<file path="src/rtl/shift_sequencer.sv">
// Multi-cycle 32-bit shifter: applies one power-of-two stage (16, 8, 4, 2, 1) per clock to an
// accumulator, replacing a combinational barrel shifter. Handshake is start / busy / done.
module shift_sequencer #(
    parameter bit SKIP_ZERO = 1'b1
) (
    input  logic        clock,
    input  logic        reset,
    input  logic        start,
    input  logic [1:0]  op,
    input  logic [4:0]  shamt,
    input  logic [31:0] data_in,
    output logic [31:0] data_out,
    output logic        busy,
    output logic        done
);

    typedef enum logic [1:0] {StIdle, StShift, StDone} state_e;

    state_e      state_q, state_d;
    logic [1:0]  op_q, op_d;
    logic [4:0]  rem_q, rem_d;
    logic [31:0] acc_q, acc_d;
    logic [31:0] data_out_q, data_out_d;
    logic [2:0]  stage_q, stage_d;

    logic [2:0]  top_bit;
    logic [2:0]  k;
    logic [4:0]  amt;
    logic [31:0] shifted;

    // Highest set bit of the remaining shift amount.
    always_comb begin
        top_bit = 3'd0;
        for (int i = 0; i < 5; i++) begin
            if (rem_q[i]) top_bit = 3'(i);
        end
    end

    // 2^k doubles as the one-hot mask selecting bit k of rem.
    always_comb begin
        k   = SKIP_ZERO ? top_bit : stage_q;
        amt = 5'd1 << k;
        unique case (op_q)
            2'b00:   shifted = acc_q << amt;
            2'b01:   shifted = acc_q >> amt;
            2'b10:   shifted = $signed(acc_q) >>> amt;
            default: shifted = acc_q;
        endcase
    end

    always_comb begin
        state_d    = state_q;
        op_d       = op_q;
        rem_d      = rem_q;
        acc_d      = acc_q;
        stage_d    = stage_q;
        data_out_d = data_out_q;
        unique case (state_q)
            StIdle, StDone: begin
                if (state_q == StDone) state_d = StIdle;
                if (start) begin
                    op_d    = op;
                    rem_d   = shamt;
                    acc_d   = data_in;
                    stage_d = 3'd4;
                    if (op == 2'b11 || (SKIP_ZERO && shamt == 5'd0)) begin
                        state_d    = StDone;
                        data_out_d = data_in;
                    end else begin
                        state_d = StShift;
                    end
                end
            end
            StShift: begin
                acc_d = ((rem_q & amt) != 5'd0) ? shifted : acc_q;
                if (SKIP_ZERO) begin
                    rem_d = rem_q & ~amt;
                    if (rem_d == 5'd0) begin
                        state_d    = StDone;
                        data_out_d = acc_d;
                    end
                end else begin
                    stage_d = stage_q - 3'd1;
                    if (stage_q == 3'd0) begin
                        state_d    = StDone;
                        data_out_d = acc_d;
                    end
                end
            end
            default: state_d = StIdle;
        endcase
    end

    always_ff @(posedge clock) begin
        if (reset) begin
            state_q    <= StIdle;
            op_q       <= 2'b00;
            rem_q      <= 5'd0;
            acc_q      <= 32'd0;
            stage_q    <= 3'd0;
            data_out_q <= 32'd0;
        end else begin
            state_q    <= state_d;
            op_q       <= op_d;
            rem_q      <= rem_d;
            acc_q      <= acc_d;
            stage_q    <= stage_d;
            data_out_q <= data_out_d;
        end
    end

    assign data_out = data_out_q;
    assign busy     = (state_q == StShift);
    assign done     = (state_q == StDone);

endmodule
</file>
<file path="config.mk">
export PLATFORM = sky130hd
export DESIGN_NAME = shift_sequencer
export DESIGN_NICKNAME = d
export VERILOG_FILES = /design/src/rtl/shift_sequencer.sv
export SDC_FILE = /design/constraint.sdc
export NUM_CORES = 1
export LEC_CHECK = 0
export CORE_ASPECT_RATIO = 2
export CORE_MARGIN = 2
export CORE_UTILIZATION = 45
export DETAILED_ROUTE_END_ITERATION = 8
export GPL_TIMING_DRIVEN = 1
export PLACE_DENSITY = 0.66
export SLEW_MARGIN = 5
export SYNTH_ARGS = -nofsm -noshare
export SYNTH_HDL_FRONTEND = slang
export SYNTH_SLANG_ARGS = --single-unit
</file>
<file path="constraint.sdc">
create_clock -name clock -period 4.5 [get_ports clock]
set_input_delay 0.9 -clock clock [delete_from_list [all_inputs] [get_ports clock]]
set_output_delay 0.9 -clock clock [all_outputs]
set_load 0.05 [all_outputs]
</file>
==> results.txt <==
----------------------------------------------------
[Layout]
  Filler cell count in the final layout ... 1488
  Fraction of layout cells with a size suffix above 1 ... 0.0874
  Layout overhead on the synthesized area ... 12.7%
  Count of antenna diodes in the layout ... 0
  Leading cell type in the layout, fill and taps excluded ... sky130_fd_sc_hd__nand2_1
  Most used cells in the layout excluding fill and tap cells ... 122 x sky130_fd_sc_hd__nand2_1, 98 x sky130_fd_sc_hd__a21oi_1, 77 x sky130_fd_sc_hd__nor2_1
  Net count of the finished layout ... 988

[Worst setup path]
  Peak per-stage delay on the critical path ... 1010 ps
  Critical path buffer and inverter count ... 1
  Crit-path cells ... inv_1, o211ai_1, o211ai_1, o31ai_1, o32ai_1
  Type of element launching the critical path ... flop
  Max FO, Critical Path ... 51
  CP dominant cell by count ... sky130_fd_sc_hd__o211ai_1
  Data arrival at the endpoint of the critical path ... 3310 ps
  Class of the most critical setup path ... reg2reg
  Crit-path leading delay family ... compound AO/OA/AOI/OAI gates
  Crit-path slowest cell ... sky130_fd_sc_hd__dfxtp_2
  Data required time at the worst endpoint ... 4690 ps
  Nature of the critical path endpoint ... flop

[Yosys]
  Main combinational cell family by area after synthesis ... compound AO/OA/AOI/OAI gates
  Share of async-settable or async-resettable flops after synthesis ... 0
  Yosys top cell by area ... sky130_fd_sc_hd__dfxtp_1
  Synthesized-area fraction occupied by ao, oa, aoi and oai cells ... 0.383
  Cell count after synthesis ... 963
  Post-synthesis register bit count ... 73
  Area share of the largest cell type after synthesis ... 0.219
  Cells taking the most area after synthesis ... sky130_fd_sc_hd__dfxtp_1 22%, sky130_fd_sc_hd__a21oi_1 7.3%, sky130_fd_sc_hd__nand2_1 6.9%, sky130_fd_sc_hd__o21ai_0 5.4%, sky130_fd_sc_hd__nor2_1 4.3%
  Post-Synth Simple-Gate Area ... 0.253
  Syn Nets ... 1005
  Dominant synthesized flop cell ... sky130_fd_sc_hd__dfxtp_1
  Adder-cell share of the synthesized area ... 0.00150
  Xor-xnor portion of the synthesized cell area ... 0.00262
  Number of warnings issued by yosys ... 0
  Synth cell types ... 93
  Average cell area after synthesis ... 6.94 µm²
  Fraction of the yosys area taken by sequential cells ... 0.219
  Portion of netlist area occupied by mux cells ... 0.0391
  Combined area of all synthesized cells ... 0.00668 mm²
  Number of synthesized flops with an enable pin ... 0

[Route]
  Total Wirelength ... 30.8 mm
  Router iterations before antenna repair ... 8
  Number of design rule violations left after detail routing ... 0
  Total number of vias ... 8158
  Routed via count divided by cell count ... 7.12
  Avg WL per Cell ... 26.9 µm
  Iteration-0 DRC count of the detailed router ... 1314
  Post-route antenna net violation count ... 0

[Global route]
  Grt peak-use layer ... met2
  Gr ovfl total ... 0
  Initial antenna violation count ... 0
  Met1 Usage GRT ... 0.445
  Gr usage total ... 0.381
  Largest net degree at the start of global routing ... 65
  GR Layer Usage met3 ... 0.0653
  Grt met2 use ... 0.625
  Wire length of the first global-routing pass ... 46.5 mm
  Via count of the first global-routing pass ... 7548

[Timing]
  Post-Route Hold Slack ... 459 ps
  Slew at the pin closest to its max-slew limit ... 1160 ps
  Number of endpoints with negative hold slack in the final report ... 0
  Part of the cycle the worst path needs ... 0.693
  Achievable Freq ... 321 MHz
  Shortest clock period the worst path allows after layout ... 3120 ps
  Slew Limit Fails ... 0
  Final-layout setup total negative slack ... 0 ps
  Clock Skew ... 9.63 ps
  Worst slew margin relative to its limit ... 0.227
  Final setup violation count ... 0
  Unrepaired setup endpoints after global routing ... no

[Floorplanning]
  Std-Cell Core Area ... 0.0147 mm²
  Starting utilization of the core area ... 0.456
  Horizontal die dimension ... 90.2 µm
  Cell row count ... 63
  I/O pin count ... 76
  Die Ht ... 176 µm
  Die area ... 0.0159 mm²

[Clock tree]
  Cts-stage hold buffer count ... 0
  Clock tree from TritonCTS ... built
  Clock root buffer ... sky130_fd_sc_hd__clkbuf_16
  Clock-pin slew on the worst setup and hold paths ... 60 ps
  Maximum clock insertion buffer count ... 2
  Depth of the CTS H-tree ... 3
  Number of sinks driven by the clock tree ... 73
  Clock latency on the worst-skew pair ... 340 ps
  Number of CTS-inserted buffers ... 9
  # Post-CTS Setup Buffers ... 0
  Cts repair resizes ... 0

[Placement]
  Final weighted congestion in routability-driven placement ... 1.04
  Quantity of I/O buffers inserted on ports ... 75
  HPWL after DPL ... 20.6 mm

[Min path]
  Worst min-delay path class ... reg2reg

[Power and ir drop]
  Overall Power ... 2620 µW
  Static leakage ... 0.00260 µW
  PwrDens ... 347 mW/mm²
  Worst VDD drop ... 0.244 mV

[Run status]
  Outcome ... completed

[Job]
  Number of violations of the max-capacitance limit ... 0

----------------------------------------------------
## final cells by class
cell class / instances / area (µm²) / share of cell area
Inverter: 16 / 60.1 / 0.00797
Clock buffer: 9 / 225 / 0.0299
Timing Repair Buffer: 95 / 896 / 0.119
Tap cell: 195 / 244 / 0.0324
Clock inverter: 6 / 91.3 / 0.0121
Sequential cell: 73 / 1470 / 0.195
Multi-Input combinational cell: 751 / 4550 / 0.604
## worst register-to-register path: cells and delay by family (launching register included)
| kind | cells | cell delay, ps |
|---|---|---|
| compound gates | 4 | 1290 |
| flops | 1 | 1010 |
| buf+inv | 1 | 660 |
## metrics by stage
stage           util  std cells  instance area (µm²)  setup WS [ps]
2_1_floorplan      -        963                 6680           2120
6_report       0.514       1145                 7530           1380
5_1_grt        0.514       1145                 7530           1280
4_1_cts        0.514       1145                 7530           1470
3_5_place_dp   0.492       1130                 7220           1430
3_3_place_gp   0.492       1130                 7220           1490
## worst paths after layout
kind,startpoint,to,slack [ps],cells past startpoint
max,rem_q[2]$_SDFFE_PP0P_,acc_q[27]$_SDFFE_PP0P_,1380,5
min,data_out[6]$_SDFFE_PP0P_,data_out[6]$_SDFFE_PP0P_,460,2
max reg2reg,rem_q[2]$_SDFFE_PP0P_,acc_q[27]$_SDFFE_PP0P_,1380,5
min reg2reg,data_out[6]$_SDFFE_PP0P_,data_out[6]$_SDFFE_PP0P_,460,2
## power by group
part	leakage (µW)	switching [µW]	total (µW)	internal [µW]
sequential	0.000603	168	876	708
clock	0.000144	295	779	484
combinational	0.00185	623	962	339
## cells by family (layout without fill, tap and decap cells)
kind of cell,count (synthesis),count (layout)
compound gates,379,379
xor+xnor,2,2
fa+ha+maj,1,1
buf+inv,139,126
flops,73,73
mux,25,25
simple gates,344,344
## registers in the layout, summed over array words and instances, names as in the netlist
name,count
op_q,2
acc_q,32
state_q,2
data_out,32
rem_q,5
## Yosys cell counts (6+ instances only)
cell                         n
sky130_fd_sc_hd__a31oi_1    17
sky130_fd_sc_hd__o31ai_1     9
sky130_fd_sc_hd__o211ai_1   15
sky130_fd_sc_hd__a21oi_1    98
sky130_fd_sc_hd__o22ai_1    15
sky130_fd_sc_hd__a211o_1     8
sky130_fd_sc_hd__buf_1       6
sky130_fd_sc_hd__nand2_1   122
sky130_fd_sc_hd__nor3_1     22
sky130_fd_sc_hd__o21ai_0    72
sky130_fd_sc_hd__nand3_1    27
sky130_fd_sc_hd__o221ai_1   12
sky130_fd_sc_hd__buf_6       9
sky130_fd_sc_hd__nor3b_1     6
sky130_fd_sc_hd__or3_1       6
sky130_fd_sc_hd__buf_4      10
sky130_fd_sc_hd__buf_2      39
sky130_fd_sc_hd__and3_1      9
sky130_fd_sc_hd__inv_1      13
sky130_fd_sc_hd__o21ai_1    12
sky130_fd_sc_hd__o221a_2     6
sky130_fd_sc_hd__a21o_1      6
sky130_fd_sc_hd__a311oi_1    9
sky130_fd_sc_hd__mux2_2      9
sky130_fd_sc_hd__clkbuf_1   58
sky130_fd_sc_hd__a22oi_1    17
sky130_fd_sc_hd__mux2i_1    16
sky130_fd_sc_hd__a221oi_1   10
sky130_fd_sc_hd__a211oi_1   14
sky130_fd_sc_hd__dfxtp_1    73
sky130_fd_sc_hd__nor2_1     77
sky130_fd_sc_hd__nor2b_1    24
sky130_fd_sc_hd__nand2b_1   21
## layer usage
layer / vias to the layer above / share of wire
li1: 3514 / -
met1: 3758 / 0.34
met2: 690 / 0.46
met3: 196 / 0.11
met4: 0 / 0.091
met5: - / 0
(Power assumes the default switching activity.)
